<file path="config.mk">
export PLATFORM = sky130hd
export DESIGN_NAME = fetch_prefetch_unit_flat
export DESIGN_NICKNAME = d
export VERILOG_FILES = /design/src/rtl/fetch_prefetch_unit_if.sv /design/src/rtl/fetch_prefetch_unit.sv /design/src/flat_wrapper.sv
export SDC_FILE = /design/constraint.sdc
export NUM_CORES = 1
export LEC_CHECK = 0
export CAP_MARGIN = 20
export CORE_MARGIN = 8
export CORE_UTILIZATION = 45
export CTS_BUF_LIST = sky130_fd_sc_hd__clkbuf_8 sky130_fd_sc_hd__clkbuf_16
export DETAILED_ROUTE_END_ITERATION = 10
export PLACE_DENSITY_LB_ADDON = 0.12
export SYNTH_ARGS = -nofsm -noshare
export SYNTH_HDL_FRONTEND = slang
export SYNTH_SLANG_ARGS = --single-unit
</file>
<file path="constraint.sdc">
create_clock -name Clk -period 3.05 [get_ports Clk]
set_clock_uncertainty 0.15 [all_clocks]
set_input_delay 0.61 -clock Clk [delete_from_list [all_inputs] [get_ports Clk]]
set_output_delay 0.61 -clock Clk [all_outputs]
set_load 0.05 [all_outputs]
</file>
<file path="src/rtl/fetch_prefetch_unit_if.sv">
// fetch_prefetch_unit_if: bundles the I_memory port, the redirect input and the decode-side handshake.
interface fetch_prefetch_unit_if #(parameter int DEPTH = 4);
  logic [15:0] imem_addr;
  logic imem_req;
  logic [15:0] imem_data;
  logic redirect_valid;
  logic [15:0] redirect_pc;
  logic id_ready;
  logic id_valid;
  logic [15:0] id_instr;
  logic [15:0] id_pc_next;
  logic [$clog2(DEPTH):0] q_count;
  modport master (
    output imem_addr, imem_req, id_valid, id_instr, id_pc_next, q_count,
    input imem_data, redirect_valid, redirect_pc, id_ready
  );
  modport slave (
    input imem_addr, imem_req, id_valid, id_instr, id_pc_next, q_count,
    output imem_data, redirect_valid, redirect_pc, id_ready
  );
endinterface

</file>
<file path="src/rtl/fetch_prefetch_unit.sv">
// fetch_prefetch_unit: owns the PC, fetches from one-cycle I_memory into a prefetch queue, feeds decode.
module fetch_prefetch_unit #(
  parameter int DEPTH = 4,
  parameter logic [15:0] RESET_PC = 16'h0000,
  parameter logic [15:0] NOP_INSTR = 16'h7000
) (
  input logic Clk,
  input logic Rst,
  fetch_prefetch_unit_if.master bus
);
  localparam int AW = $clog2(DEPTH);
  localparam int CW = AW + 1;
  localparam int OW = CW + 1;
  logic [15:0] fetch_pc, inflight_pc, empty_pc;
  logic inflight, push, pop, issue, valid;
  logic [AW-1:0] rd_ptr, wr_ptr;
  logic [CW-1:0] count;
  logic [OW-1:0] occ;
  logic [31:0] q_mem [DEPTH];
  always_comb begin
    valid = count != '0;
    push = inflight & ~bus.redirect_valid;
    pop = valid & bus.id_ready & ~bus.redirect_valid;
    occ = {1'b0, count} + OW'(inflight) + OW'(push) - OW'(pop);
    issue = ~bus.redirect_valid & (occ < OW'(DEPTH));
    empty_pc = (inflight ? inflight_pc : fetch_pc) + 16'd1;
  end
  // Rst gates the request so nothing is issued while reset is held
  assign bus.imem_req = issue & Rst;
  assign bus.imem_addr = fetch_pc;
  assign bus.id_valid = valid;
  assign bus.id_instr = valid ? q_mem[rd_ptr][31:16] : NOP_INSTR;
  assign bus.id_pc_next = valid ? q_mem[rd_ptr][15:0] : empty_pc;
  assign bus.q_count = count;
  always_ff @(posedge Clk or negedge Rst) begin
    if (!Rst) begin
      fetch_pc <= RESET_PC;
      inflight_pc <= RESET_PC;
      inflight <= 1'b0;
      rd_ptr <= '0;
      wr_ptr <= '0;
      count <= '0;
    end else if (bus.redirect_valid) begin
      fetch_pc <= bus.redirect_pc;
      inflight <= 1'b0;
      rd_ptr <= '0;
      wr_ptr <= '0;
      count <= '0;
    end else begin
      inflight <= issue;
      if (issue) begin
        inflight_pc <= fetch_pc;
        fetch_pc <= fetch_pc + 16'd1;
      end
      if (push) wr_ptr <= wr_ptr + AW'(1);
      if (pop) rd_ptr <= rd_ptr + AW'(1);
      count <= count + CW'(push) - CW'(pop);
    end
  end
  always_ff @(posedge Clk)
    if (push) q_mem[wr_ptr] <= {bus.imem_data, inflight_pc + 16'd1};
endmodule

</file>
<file path="src/flat_wrapper.sv">
// flat-port wrapper written by rule: the top's interface ports become plain ports
module fetch_prefetch_unit_flat 
#(
  parameter int DEPTH = 4,
  parameter logic [15:0] RESET_PC = 16'h0000,
  parameter logic [15:0] NOP_INSTR = 16'h7000
)
  (Clk, Rst, bus_imem_addr, bus_imem_req, bus_id_valid, bus_id_instr, bus_id_pc_next, bus_q_count, bus_imem_data, bus_redirect_valid, bus_redirect_pc, bus_id_ready);
  fetch_prefetch_unit_if #(.DEPTH(DEPTH)) bus_i ();
  input logic Clk;
  input logic Rst;
  output wire logic [$bits(bus_i.imem_addr)-1:0] bus_imem_addr;
  output wire logic [$bits(bus_i.imem_req)-1:0] bus_imem_req;
  output wire logic [$bits(bus_i.id_valid)-1:0] bus_id_valid;
  output wire logic [$bits(bus_i.id_instr)-1:0] bus_id_instr;
  output wire logic [$bits(bus_i.id_pc_next)-1:0] bus_id_pc_next;
  output wire logic [$bits(bus_i.q_count)-1:0] bus_q_count;
  input wire logic [$bits(bus_i.imem_data)-1:0] bus_imem_data;
  input wire logic [$bits(bus_i.redirect_valid)-1:0] bus_redirect_valid;
  input wire logic [$bits(bus_i.redirect_pc)-1:0] bus_redirect_pc;
  input wire logic [$bits(bus_i.id_ready)-1:0] bus_id_ready;
  assign bus_imem_addr = bus_i.imem_addr;
  assign bus_imem_req = bus_i.imem_req;
  assign bus_id_valid = bus_i.id_valid;
  assign bus_id_instr = bus_i.id_instr;
  assign bus_id_pc_next = bus_i.id_pc_next;
  assign bus_q_count = bus_i.q_count;
  assign bus_i.imem_data = bus_imem_data;
  assign bus_i.redirect_valid = bus_redirect_valid;
  assign bus_i.redirect_pc = bus_redirect_pc;
  assign bus_i.id_ready = bus_id_ready;
  fetch_prefetch_unit #(.DEPTH(DEPTH), .RESET_PC(RESET_PC), .NOP_INSTR(NOP_INSTR)) u_core (.Clk(Clk), .Rst(Rst), .bus(bus_i));
endmodule
</file>
* After elaboration in Yosys (flattened, before gate mapping)
Memories as Yosys holds them, arrays and structs flattened. Cells that the tools add are included. Widths: inputs -> output; s select.
Cells by class: reduce and logical (&&, ||, !) cells 5, $add $sub $neg 10, bitwise logic cells 6, $lt $le $gt $ge 1, mux-type cells 13
Operators by type and width (count):
- $mux 16 | 5
- $add 16x1->16 const B | 3
- $mux 2 | 4
- $reduce_bool 2->1 | 3
- $and 1x1->1 | 5
- $add 2x1->2 const B | 2
- $add 3x1->4 | 1
- $add 4x1->4 | 1
- $lt 4x3->1 const B | 1
- $sub 4x1->4 | 1
- $add 3x1->3 | 1
- $mux 1 | 3
- $mux 3 | 1
- $reduce_bool 3->1 | 1
- $sub 3x1->3 | 1
- $reduce_and 2->1 | 1
- $not 1->1 | 1
Storage, ports and cells: bits in registers 40, output and inout port bits 53, memories 1, bits in writable memories 128, bits of input ports 36, word-level logic and storage cells 42
Memories:
- u_core.q_mem | words 4, bits a word 32, read ports 1, clocked after memory_dff 0, wr ports 1, line fetch_prefetch_unit.sv:19 | logic [31:0] q_mem [DEPTH];

* Logic depth before layout (Yosys ltp)
word-level depth 8, gate-level depth with buffers 13, mapped depth without buffers 11

* Worst setup path before layout
OpenSTA, ideal clock, no wires.
path kind reg2out, start register u_core.inflight, end output port bus_id_pc_next[4], required time 2.290 ns, path slack -1.369 ns, data arrival time 3.659 ns, cell stages (with the launch flop) 10, path buffers 4, cell sequence dfrtp_1 buf_6 buf_2 buf_2 buf_2 mux2_2 ha_1 nand3_1 xor2_1 o311ai_0
On the way: longest elaborated chain between the ends 3
RTL lines:
- start, declared | line fetch_prefetch_unit.sv:15 | logic inflight, push, pop, issue, valid;
- start signal, assigned | line fetch_prefetch_unit.sv:50 | inflight <= issue;
- $mux 16 | line fetch_prefetch_unit.sv:26 | empty_pc = (inflight ? inflight_pc : fetch_pc) + 16'd1;
- $add 16x1->16 | line fetch_prefetch_unit.sv:26
- $mux 16 | line fetch_prefetch_unit.sv:33 | assign bus.id_pc_next = valid ? q_mem[rd_ptr][15:0] : empty_pc;
- end, declared | line flat_wrapper.sv:16 | output wire logic [$bits(bus_i.id_pc_next)-1:0] bus_id_pc_next;
No other way between the ends.

* Final worst setup path
start input port bus_redirect_valid, end output port bus_imem_req
On the way: longest elaborated chain between the ends 7, elaborated cells on any way between the ends 8, classes of those cells 2 x add/sub; 1 x order compare; 5 x bitwise
RTL lines:
- start, declared | line flat_wrapper.sv:19 | input wire logic [$bits(bus_i.redirect_valid)-1:0] bus_redirect_valid;
- $not 1->1 (no source line) (*)
- $and 1x1->1 | line fetch_prefetch_unit.sv:22 | push = inflight & ~bus.redirect_valid;
- $add 4x1->4 | line fetch_prefetch_unit.sv:24 | occ = {1'b0, count} + OW'(inflight) + OW'(push) - OW'(pop);
- $sub 4x1->4 | line fetch_prefetch_unit.sv:24
- $lt 4x3->1 | line fetch_prefetch_unit.sv:25 | issue = ~bus.redirect_valid & (occ < OW'(DEPTH));
- $and 1x1->1 (*) | line fetch_prefetch_unit.sv:25
- $and 1x1->1 (*) | line fetch_prefetch_unit.sv:29 | assign bus.imem_req = issue & Rst;
- end, declared | line flat_wrapper.sv:13 | output wire logic [$bits(bus_i.imem_req)-1:0] bus_imem_req;
Mark *: on every way between the ends. The rest lies on a longest branch, timed or not.

==> summary.md <==
| Metric | Value |
|---|---|
| RSZ-0062 raised after global routing | yes |
| GRT Total Usage | 17.2% |
| Clock Pin Slew Worst Setup and Hold Paths | 0.07 ns |
| Crit-path cells | dlygate4sd2_1 > buf_4 > o21ai_0 > nand2_4 > ha_4 > nand4b_4 > a211o_1 > a31oi_4 > and2_4 > buf_12 |
| Final Max Tran Viols | 0 |
| Initial antenna violation count | 0 |
| Required time worst endpoint | 2.29 ns |
| Synth warn | 0 |
| Leak | 3.67 nW |
| Setup TNS | -0.652 ns |
| Routed vias | 4,927 |
| Power per Cell Area | 1140 nW/um2 |
| Area delta synth->final | 32.9% |
| Total Wirelength | 18,000 um |
| Ys async rst share | 23.8% |
| DRT iter0 DRCs | 236 |
| Largest net degree at the start of global routing | 47 |
| Die area | 21,800 um2 |
| Outcome | finished with violations |
| #FFs+latches synth | 168 |
| R2r startpoint | u_core.bus.q_count[0] |
| Crit-path max cell delay | 0.33 ns |
| Non-Filler Instances | 892 |
| Vias in the first global route | 5,269 |
| Max-cap viol count | 0 |
| CTS Buf Count | 17 |
| Slew Limit Headroom | 58.9% |
| I/O Buffers | 88 |
| First-pass GRT wire length | 29,200 um |
| Initial Utilization | 45.7% |
| Final hold slack | 0.113 ns |
| Top Ports | 89 |
| Worst reg-to-reg setup slack | 0.24 ns |
| Final Cycle Share | 111% |
| Mean Syn Cell Area | 14.5 um2 |
| Placed cells | 850 |
| DRC Markers | 0 |
| Antenna Violating Nets Remaining | 0 |
| CORE AREA | 17,100 um2 |
| WL/cell | 20.2 um |
| Worst path slowest cell | o21ai_0 |
| Critical path type | in -> out |
| Area of the multi-input gates | 3070 um2 |
| Clk buf depth | 2 |
| Worst-Margin Slew | 0.616 ns |
| Worst Hold Class | in -> async |
| Die width | 148 um |
| Top cells by area, synth | edfxtp_1 (49%), dfrtp_1 (13%), mux4_2 (9.2%) |
| Crit path launch type | input pin |
| Hold Fails Final Rpt | 0 |
| Total power | 11.9 mW |
| Rows | 48 |
| Fin crit period | 3.39 ns |
| DPL Wire Length | 11,600 um |
| Filler cells | 1,319 |
| Total grt overflow | 0 |
| Syn Inst Count | 540 |
| Net Count, Synth | 588 |
| Top cell type's share of synthesized area | 49.2% |
| R2R cell count | 12 |
| Syn Std Cell Area | 7810 um2 |
| Peak Freq | 295 MHz |
| Unique masters post-synth | 49 |
| Fraction of layout cells with a size suffix above 1 | 32.1% |
| CTS H-Tree Depth | 4 |
| EDFF count, synth | 128 |
| Drt pass-1 iters | 4 |
| CTS root buffer | clkbuf_16 |
| Clock latency on the worst-skew pair | 0.42 ns |
| Critical R2R Capture | u_core.bus.imem_addr[10] |
| Final setup fails | 5 |
| Final Util | 60.7% |
| Worst Setup SP | bus_redirect_valid |
| Number of antenna diodes | 0 |
| CTS Sinks | 168 |
| CP Max Fanout | 3 |
| Crit path DAT | 2.63 ns |
| Register area share after synthesis | 62.0% |
| Max rail drop VDD | 0.731 mV |
| Gpl congestion | 0.826 |
| Die height | 148 um |
| Top FF cell, synth | edfxtp_1 |
| Storage element area | 4850 um2 |
| Number of vias per cell | 5.52 |
| Crit. End Element | output port |
| Failing checks | setup timing |
| End of the critical path | bus_imem_req |
| TritonCTS clock tree | built |
| Leading area contributor after synthesis | edfxtp_1 |
| PnR worst setup slack | -0.337 ns |
| Final Net Count | 702 |
[stage by stage]
step	area (um2)	worst slack, ns
CTS	10300	-0.348
global placement	9530	-0.578
global route	10400	-0.414
detailed placement	9530	-0.591
floorplan	7980	-0.275
finish	10400	-0.337
[cell families after synthesis]
logic type / synth area share [%]
flip-flops: 62.0
AND/OR/NAND/NOR: 9.51
multiplexers: 13.6
AO/OA/AOI/OAI: 5.16
XOR/XNOR: 5.27
buffers and inverters: 2.50
adder cells (fa/ha/maj): 2.02
[registers in the layout (all words and copies together), names as in the netlist]
register,count
u_core.bus.imem_addr,16
u_core.bus.q_count,3
u_core.inflight,1
u_core.inflight_pc,16
u_core.q_mem,128
u_core.rd_ptr,2
u_core.wr_ptr,2
[critical path: cells and delay by family]
kind            cells  cell delay (ns)
buf+inv             3             0.56
fa+ha+maj           1             0.28
simple gates        3             0.36
compound gates      3             0.82
[Yosys cell counts (2+ instances only)]
cell type and count:
o31ai_1 2, and3b_1 3, a311oi_2 2, ha_1 11
dfrtp_1 40, a21oi_1 3, and3_1 5, buf_6 2
buf_4 2, mux2i_1 8, nor2b_1 2, nand2_1 55
edfxtp_1 128, xor2_1 17, a31oi_1 9, mux2_2 23
and2_1 19, o21ai_1 3, mux4_2 32, clkbuf_1 14
nand3_1 18, nor3_1 8, nor2_1 14, xnor2_1 30
or2_2 3, nand4_1 12, inv_1 11, a311oi_1 5
o2111ai_1 2, o21ai_0 27, buf_2 12
[repair_timing]
action,CTS,global route
resized for setup,29,9
pin swaps,23,11
gates cloned,1,0
buffers inserted,8,1
hold buffers,0,0
setup endpoints to repair,15,14
[worst min-delay path by stage]
stage | startpoint | to | depth (start not counted)
after floorplan | Rst | u_core.bus.imem_addr[0] | 0
after global placement | u_core.inflight_pc[1] | u_core.inflight_pc[1] | 1
after detailed placement | u_core.inflight_pc[1] | u_core.inflight_pc[1] | 1
after CTS | Rst | u_core.bus.imem_addr[9] | 2
after global routing | Rst | u_core.bus.imem_addr[10] | 2
final | Rst | u_core.bus.imem_addr[10] | 2
[per-layer routing]
layer	part of all wire, %	up-vias	global-route usage (%)
met5	0	-	0
met4	1.1	0	5.61
met3	5.1	15	4.07
met2	49	127	27.9
met1	45	2501	22.5
li1	-	2284	-
[layout make-up]
class / count / area share, %
Tap cell: 225 / 2.71
Timing Repair Buffer: 126 / 14.9
Clock inverter: 15 / 1.64
Inverter: 11 / 0.397
Multi-Input combinational cell: 330 / 29.6
Sequential cell: 168 / 46.7
Clock buffer: 17 / 4.09
[cell usage in the layout, fill, tap and decap left out, drive strengths merged, types with 2 or more instances in the layout]
master | Yosys | layout
clkdlybuf4s50 | 0 | 51
xnor2 | 30 | 30
nand4b | 2 | 2
nor3 | 8 | 8
o21ai | 30 | 30
o31ai | 2 | 2
nor2b | 2 | 2
and2 | 20 | 20
mux4 | 32 | 32
clkinvlp | 0 | 2
nor2 | 14 | 14
nand2 | 55 | 55
and3b | 3 | 3
mux2i | 8 | 8
xor2 | 17 | 17
clkbuf | 14 | 17
ha | 11 | 11
bufinv | 0 | 2
edfxtp | 128 | 128
nand4 | 12 | 12
and3 | 5 | 5
mux2 | 23 | 23
dlygate4sd2 | 0 | 2
nand3 | 18 | 18
a311oi | 7 | 7
buf | 17 | 72
a31oi | 9 | 9
o2111ai | 2 | 2
clkinv | 0 | 6
a21oi | 3 | 3
or2 | 3 | 3
inv | 11 | 16
dfrtp | 40 | 40
[where the power goes]
group          internal (mW)  switching [mW]
clock                   1.23           0.942
sequential              2.97           0.348
combinational           2.84            3.55
Power figures use the tool's default switching activity.
